<file path="src/rtl/dds_chirp_pkg.sv">
// Shared types for the chirp generator: sweep modes, controller states and
// the configuration register set used for both the shadow and active copies.
package dds_chirp_pkg;

  // Widest supported configuration; instances may use narrower parameters.
  localparam int CHIRP_ACC_W_MAX  = 48;
  localparam int CHIRP_RATE_W_MAX = 32;
  localparam int CHIRP_CNT_W_MAX  = 16;

  typedef enum logic [1:0] {MODE_UP, MODE_DOWN, MODE_TRI, MODE_CW} chirp_mode_t;

  typedef enum logic [1:0] {ST_IDLE, ST_RUN, ST_DONE} chirp_state_t;

  typedef struct packed {
    logic [CHIRP_ACC_W_MAX-1:0]  freq;
    logic [CHIRP_ACC_W_MAX-1:0]  step;
    logic [CHIRP_RATE_W_MAX-1:0] rate;
    logic [CHIRP_CNT_W_MAX-1:0]  nsteps;
    logic [CHIRP_CNT_W_MAX-1:0]  nrep;
    chirp_mode_t                 mode;
  } chirp_cfg_t;

endpackage

</file>
<file path="src/rtl/dds_chirp_gen_phase_acc.sv">
// Phase accumulator with synchronous clear and enable; exposes the top
// PHO_W bits of the accumulator as the NCO phase word.
module dds_phase_acc #(
  parameter int ACC_W = 48,
  parameter int PHO_W = 16
) (
  input  logic             clk_96,
  input  logic             rst_n,
  input  logic             clr,
  input  logic             en,
  input  logic [ACC_W-1:0] inc,
  output logic [PHO_W-1:0] phase
);

  logic [ACC_W-1:0] acc_q;
  logic [ACC_W-1:0] acc_d;

  always_comb begin
    acc_d = acc_q;
    if (clr) begin
      acc_d = '0;
    end else if (en) begin
      acc_d = acc_q + inc;
    end
  end

  always_ff @(posedge clk_96 or negedge rst_n) begin
    if (!rst_n) begin
      acc_q <= '0;
    end else begin
      acc_q <= acc_d;
    end
  end

  assign phase = acc_q[ACC_W-1 -: PHO_W];

endmodule

</file>
<file path="src/rtl/dds_chirp_gen.sv">
// Chirp/sweep phase-increment generator: up, down, triangle and CW sweeps with
// step timing, repeat count and abort. Configuration is shadowed until armed.
module dds_chirp_gen
  import dds_chirp_pkg::*;
#(
  parameter int ACC_W  = 48,
  parameter int RATE_W = 32,
  parameter int CNT_W  = 16,
  parameter int PHO_W  = 16
) (
  input  logic              clk_96,
  input  logic              rst_n,
  input  logic              cfg_wr,
  input  logic [ACC_W-1:0]  cfg_freq,
  input  logic [ACC_W-1:0]  cfg_step,
  input  logic [RATE_W-1:0] cfg_rate,
  input  logic [CNT_W-1:0]  cfg_nsteps,
  input  logic [CNT_W-1:0]  cfg_nrep,
  input  logic [1:0]        cfg_mode,
  input  logic              start,
  input  logic              abort,
  output logic [ACC_W-1:0]  phi_inc,
  output logic [PHO_W-1:0]  phase,
  output logic              valid,
  output logic              sof,
  output logic              busy,
  output logic              done
);

  chirp_state_t      state_q, state_d;
  chirp_cfg_t        shadow_q, shadow_d;
  chirp_cfg_t        active_q, active_d;
  chirp_cfg_t        cfg_in;
  logic              start_dly_q;
  logic [ACC_W-1:0]  phi_inc_q, phi_inc_d;
  logic [RATE_W-1:0] timer_q, timer_d;
  logic [CNT_W-1:0]  step_cnt_q, step_cnt_d;
  logic [CNT_W-1:0]  rep_q, rep_d;
  logic              dir_q, dir_d;
  logic              valid_q, valid_d;
  logic              sof_q, sof_d;
  logic              busy_q, busy_d;
  logic              done_q, done_d;

  logic              start_edge;
  logic              acc_clr;
  logic              acc_en;
  logic [ACC_W-1:0]  f0;
  logic [ACC_W-1:0]  stp;
  logic [RATE_W-1:0] rate;
  logic [CNT_W-1:0]  n_steps;
  logic [CNT_W-1:0]  n_rep;
  logic              leg_end;
  logic              sweep_end;
  logic              tri_flip;
  logic              last_rep;

  assign start_edge = start & ~start_dly_q;

  assign f0      = active_q.freq[ACC_W-1:0];
  assign stp     = active_q.step[ACC_W-1:0];
  assign rate    = active_q.rate[RATE_W-1:0];
  assign n_steps = active_q.nsteps[CNT_W-1:0];
  assign n_rep   = active_q.nrep[CNT_W-1:0];

  always_comb begin
    cfg_in        = '0;
    cfg_in.freq   = CHIRP_ACC_W_MAX'(cfg_freq);
    cfg_in.step   = CHIRP_ACC_W_MAX'(cfg_step);
    cfg_in.rate   = CHIRP_RATE_W_MAX'(cfg_rate);
    cfg_in.nsteps = CHIRP_CNT_W_MAX'(cfg_nsteps);
    cfg_in.nrep   = CHIRP_CNT_W_MAX'(cfg_nrep);
    cfg_in.mode   = chirp_mode_t'(cfg_mode);
  end

  // A triangle runs its up leg until the counter hits N, then restarts the
  // count at 1 so the flip step itself is the first step of the down leg.
  always_comb begin
    leg_end   = (step_cnt_q == n_steps);
    sweep_end = 1'b0;
    tri_flip  = 1'b0;
    if (n_steps == '0) begin
      sweep_end = 1'b1;
    end else if (active_q.mode == MODE_TRI) begin
      sweep_end = leg_end & dir_q;
      tri_flip  = leg_end & ~dir_q;
    end else begin
      sweep_end = leg_end;
    end
    last_rep = (n_rep != '0) && ((rep_q + CNT_W'(1)) == n_rep);
  end

  always_comb begin
    state_d    = state_q;
    shadow_d   = cfg_wr ? cfg_in : shadow_q;
    active_d   = active_q;
    phi_inc_d  = phi_inc_q;
    timer_d    = timer_q;
    step_cnt_d = step_cnt_q;
    rep_d      = rep_q;
    dir_d      = dir_q;
    valid_d    = valid_q;
    sof_d      = 1'b0;
    busy_d     = busy_q;
    done_d     = done_q;
    acc_clr    = 1'b0;
    acc_en     = 1'b0;

    case (state_q)
      ST_IDLE: begin
        acc_clr = 1'b1;
        if (start_edge && !abort) begin
          active_d   = shadow_d;
          phi_inc_d  = shadow_d.freq[ACC_W-1:0];
          timer_d    = '0;
          step_cnt_d = '0;
          rep_d      = '0;
          dir_d      = (shadow_d.mode == MODE_DOWN);
          state_d    = ST_RUN;
          valid_d    = 1'b1;
          sof_d      = 1'b1;
          busy_d     = 1'b1;
          done_d     = 1'b0;
        end
      end

      ST_RUN: begin
        if (abort || !start) begin
          state_d   = ST_IDLE;
          valid_d   = 1'b0;
          busy_d    = 1'b0;
          done_d    = 1'b0;
          phi_inc_d = '0;
          acc_clr   = 1'b1;
        end else begin
          acc_en = 1'b1;
          if (timer_q == rate) begin
            timer_d = '0;
            if (sweep_end) begin
              if (last_rep) begin
                state_d = ST_DONE;
                valid_d = 1'b0;
                busy_d  = 1'b0;
                done_d  = 1'b1;
              end else begin
                rep_d      = rep_q + CNT_W'(1);
                step_cnt_d = '0;
                phi_inc_d  = f0;
                dir_d      = (active_q.mode == MODE_DOWN);
                sof_d      = 1'b1;
              end
            end else if (tri_flip) begin
              dir_d      = 1'b1;
              step_cnt_d = CNT_W'(1);
              phi_inc_d  = phi_inc_q - stp;
            end else begin
              step_cnt_d = step_cnt_q + CNT_W'(1);
              if (active_q.mode == MODE_CW) begin
                phi_inc_d = f0;
              end else if (dir_q) begin
                phi_inc_d = phi_inc_q - stp;
              end else begin
                phi_inc_d = phi_inc_q + stp;
              end
            end
          end else begin
            timer_d = timer_q + RATE_W'(1);
          end
        end
      end

      ST_DONE: begin
        if (abort || !start) begin
          state_d   = ST_IDLE;
          valid_d   = 1'b0;
          busy_d    = 1'b0;
          done_d    = 1'b0;
          phi_inc_d = '0;
          acc_clr   = 1'b1;
        end
      end

      default: begin
        state_d   = ST_IDLE;
        valid_d   = 1'b0;
        busy_d    = 1'b0;
        done_d    = 1'b0;
        phi_inc_d = '0;
        acc_clr   = 1'b1;
      end
    endcase
  end

  always_ff @(posedge clk_96 or negedge rst_n) begin
    if (!rst_n) begin
      state_q     <= ST_IDLE;
      shadow_q    <= '0;
      active_q    <= '0;
      start_dly_q <= 1'b0;
      phi_inc_q   <= '0;
      timer_q     <= '0;
      step_cnt_q  <= '0;
      rep_q       <= '0;
      dir_q       <= 1'b0;
      valid_q     <= 1'b0;
      sof_q       <= 1'b0;
      busy_q      <= 1'b0;
      done_q      <= 1'b0;
    end else begin
      state_q     <= state_d;
      shadow_q    <= shadow_d;
      active_q    <= active_d;
      start_dly_q <= start;
      phi_inc_q   <= phi_inc_d;
      timer_q     <= timer_d;
      step_cnt_q  <= step_cnt_d;
      rep_q       <= rep_d;
      dir_q       <= dir_d;
      valid_q     <= valid_d;
      sof_q       <= sof_d;
      busy_q      <= busy_d;
      done_q      <= done_d;
    end
  end

  // The accumulator adds the increment that is on the output this cycle.
  dds_phase_acc #(
    .ACC_W(ACC_W),
    .PHO_W(PHO_W)
  ) u_phase_acc (
    .clk_96(clk_96),
    .rst_n (rst_n),
    .clr   (acc_clr),
    .en    (acc_en),
    .inc   (phi_inc_q),
    .phase (phase)
  );

  assign phi_inc = phi_inc_q;
  assign valid   = valid_q;
  assign sof     = sof_q;
  assign busy    = busy_q;
  assign done    = done_q;

endmodule

</file>
<file path="config.mk">
export PLATFORM = sky130hd
export DESIGN_NAME = dds_chirp_gen
export DESIGN_NICKNAME = d
export VERILOG_FILES = /design/src/rtl/dds_chirp_pkg.sv /design/src/rtl/dds_chirp_gen_phase_acc.sv /design/src/rtl/dds_chirp_gen.sv
export SDC_FILE = /design/constraint.sdc
export NUM_CORES = 1
export LEC_CHECK = 0
export CAP_MARGIN = 20
export CORE_MARGIN = 2
export CORE_UTILIZATION = 25
export CTS_BUF_LIST = sky130_fd_sc_hd__clkbuf_16
export CTS_CLUSTER_DIAMETER = 120
export CTS_CLUSTER_SIZE = 14
export DETAILED_ROUTE_END_ITERATION = 10
export PLACE_DENSITY = 0.51
export SYNTH_ARGS = -nofsm -noshare
export SYNTH_HDL_FRONTEND = slang
export SYNTH_HIERARCHICAL = 1
export SYNTH_SLANG_ARGS = --single-unit
</file>
<file path="constraint.sdc">
create_clock -name clk_96 -period 3.99 [get_ports clk_96]
set_input_delay 0.798 -clock clk_96 [delete_from_list [all_inputs] [get_ports clk_96]]
set_output_delay 0.798 -clock clk_96 [all_outputs]
set_load 0.03 [all_outputs]
</file>
==> impl_metrics.yaml <==
clock_network:
  clock_sinks: 490
  ctsResizeCount: 0
  cts_tree: "yes"
  cts_setup_buffers: 0
  ctsHoldBuffers: 0
  htreeDepth: 2
  numCtsBuffers: 42
  clockRootBuffer: "clkbuf_16"
  clkLatencyLatePin_ns: 0.65
  clkTransAtPathRegs_ns: 0.08
  clk_path_buf_depth: 3
setup_path:
  end_kind: "flop"
  path_common_cell: "a31oi_1"
  rrSetupSlack_ns: 0.22
  critical-path-top-delay-family: "compound AO/OA/AOI/OAI gates"
  cp.buffers_inverters: 1
  cp_cell_sequence: "ha_1 > nand2b_1 > nor2b_1 > a211oi_1 > or4b_1 > a31oi_1 > o21ai_0 > buf_4 > a31oi_1 > xor2_1 > a221oi_1 > o31ai_1"
  start_kind: "flop"
  cp.depth: 12
  critPathMaxFanout: 10
  rr_worst_depth: 12
  cp_slowest_cell: "or4b_1"
  critical_path_class: "reg2reg"
  crit_required_ns: 4.52
  max_stage_delay_ns: 0.56
  arrival_ns: 4.30
synthesis:
  synth_area_leaders: "dfrtp_1 (41%), mux2_2 (10%), ha_1 (6.1%)"
  synthDistinctLibCells: 93
  ys_async_sr_fraction_pct: 100
  synth_edf_count: 0
  syn_nets: 3474
  synth-main-ff-cell: "dfrtp_1"
  syn_area_um2: 30100
  yosys_warnings: 6
  synth_common_cells: "dfrtp_1 (490), mux2_2 (275), nand2_1 (270), a21oi_1 (249), nor2_1 (226)"
  yosysTopAreaCell: "dfrtp_1"
  synthCells: 3157
  yosysMostFrequentCell: "dfrtp_1"
  synth_top_area_share_pct: 40.8
  ys_seq_area_share_pct: 40.8
  syn_avg_cell_area_um2: 9.52
  synth-seq-cells: 490
min_path:
  min_path_type: "in2async"
routing:
  drt-total-wl_um: 106000
  first_pass_iters: 5
  drc: 0
  drt_iter0_drc: 1904
  final_antenna_net_count: 0
  viasPerCell: 5.05
  wl_per_cell_um: 21.2
  num_vias: 25300
sta:
  finalClockSkew_ns: 0.0414
  setup_tns_ns: 0
  relSlewSlack_pct: 30.8
  maxSlewViolCount: 0
  setup_violations: 0
  rsz0062_at_grt: "false"
  period_minus_slack_ns: 3.77
  worst_slew_pin_slew_ns: 1.04
  finalHoldViolCount: 0
  max_freq_ghz: 0.265
  fin_crit_sh_pct: 94.4
final_layout:
  seqCellArea_um2: 12300
  multi_input_area_um2: 16500
  fillCellCount: 12500
  nets: 3711
  synthToLayoutAreaGrowth_pct: 20.1
  diodes: 0
  drive_gt1_share_pct: 15.5
placement:
  port_buffers: 234
  gp_congestion: 0.943
  hpwl_um: 80500
global_routing:
  antenna_found_initial: 4
  grt_pass1_vias: 24900
  grt_pass1_wl_um: 160000
  grt_max_degree: 93
  grt_usage_pct: 17.1
  grt-ovfl-total: 0
run_status:
  status: "completed"
floorplanning:
  core-area_um2: 120000
  io_pins: 235
  dieArea_um2: 123000
  die_w_um: 351
  placementRows: 127
  dieHeight_um: 351
  initial_core_util_pct: 25.1
power_and_ir_drop:
  power_mw: 27.9
  ir_drop_v: 0.000298
  powerDensity_nw_per_um2: 771
  power_leakage_nw: 15.0
run:
  drv_cap: 0
-- power breakdown --
group          switching, mW  leakage [nW]  internal [mW]
registers               1.20          6.03           6.27
logic                   10.1          8.36           6.31
clock network           2.01         0.566           1.93
total                   13.3          15.0           14.5
-- metrics by stage --
step                      util, %  instance area (µm²)  std cells  hold WS (ns)  setup slack [ns]
after floorplan                 -                30100       3157         0.454             0.807
after global placement       29.2                34900       4962         0.473             0.198
after detailed placement     29.2                34900       4962         0.483             0.154
after CTS                    30.2                36100       5012         0.124             0.169
after global routing         30.2                36100       5012         0.144            0.0568
final                        30.2                36100       5012         0.118             0.222
-- area by class of cell --
class,count,share of cell area (%)
Clock buffer,43,2.98
Clock inverter,7,0.204
Inverter,126,1.31
Multi-Input combinational cell,2350,45.8
Sequential cell,490,34.0
Tap cell,1612,5.59
Timing Repair Buffer,384,10.1
-- state kept, by name (all words and copies together) (netlist names), 32 cells and up --
signal / count
shadow_q: 162
f0: 48
phi_inc: 48
stp: 48
u_phase_acc/acc_q: 48
rate: 32
timer_q: 32
-- worst reg2reg max path: cells and delay by family (launching register included) --
kind / cells / cell delay, ns
AO/OA/AOI/OAI: 6 / 1.41
buffers and inverters: 1 / 0.18
flip-flops: 1 / 0.52
XOR/XNOR: 1 / 0.11
adder cells (fa/ha/maj): 1 / 0.54
AND/OR/NAND/NOR: 3 / 0.92
-- cell families after synthesis --
logic type	after synthesis	synth area share, %
flip-flops	490	40.8
multiplexers	307	11.4
AO/OA/AOI/OAI	870	18.5
buffers and inverters	317	4.40
adder cells (fa/ha/maj)	150	6.32
AND/OR/NAND/NOR	857	13.7
XOR/XNOR	166	4.88
-- routing by layer --
metal / wire [µm] / track usage (%) / vias up
li1: - / - / 11900
met1: 49600 / 24.2 / 12500
met2: 46900 / 26.4 / 767
met3: 6570 / 2.81 / 153
met4: 3180 / 5.23 / 4
met5: 23 / 0 / -
-- cell usage in the layout, fill, tap and decap left out, types with 39 or more instances in the layout --
| cell type | instances |
|---|---|
| nand3_1 | 83 |
| nor4_1 | 39 |
| o21ai_0 | 210 |
| buf_4 | 135 |
| clkbuf_16 | 43 |
| ha_1 | 146 |
| xor2_1 | 53 |
| clkdlybuf4s50_1 | 232 |
| xnor2_1 | 112 |
| nand4_1 | 57 |
| a31oi_1 | 44 |
| a21oi_1 | 246 |
| dfrtp_1 | 490 |
| nor2_1 | 223 |
| nand2_1 | 270 |
| inv_1 | 125 |
| mux2_2 | 275 |
-- path summary, 6_finish.rpt --
check                                             start                                 to
min in group clk_96              shadow_q[51]$_DFF_PN0_             shadow_q[51]$_DFF_PN0_
worst min register to register   shadow_q[51]$_DFF_PN0_             shadow_q[51]$_DFF_PN0_
max in group asynchronous                         rst_n  u_phase_acc/acc_q[21]$_DFFE_PN0P_
worst min-delay path                              rst_n             shadow_q[20]$_DFF_PN0_
worst max-delay path            phi_inc[14]$_DFFE_PN0P_            phi_inc[47]$_DFFE_PN0P_
worst max register to register  phi_inc[14]$_DFFE_PN0P_            phi_inc[47]$_DFFE_PN0P_
Power figures use the tool's default switching activity.
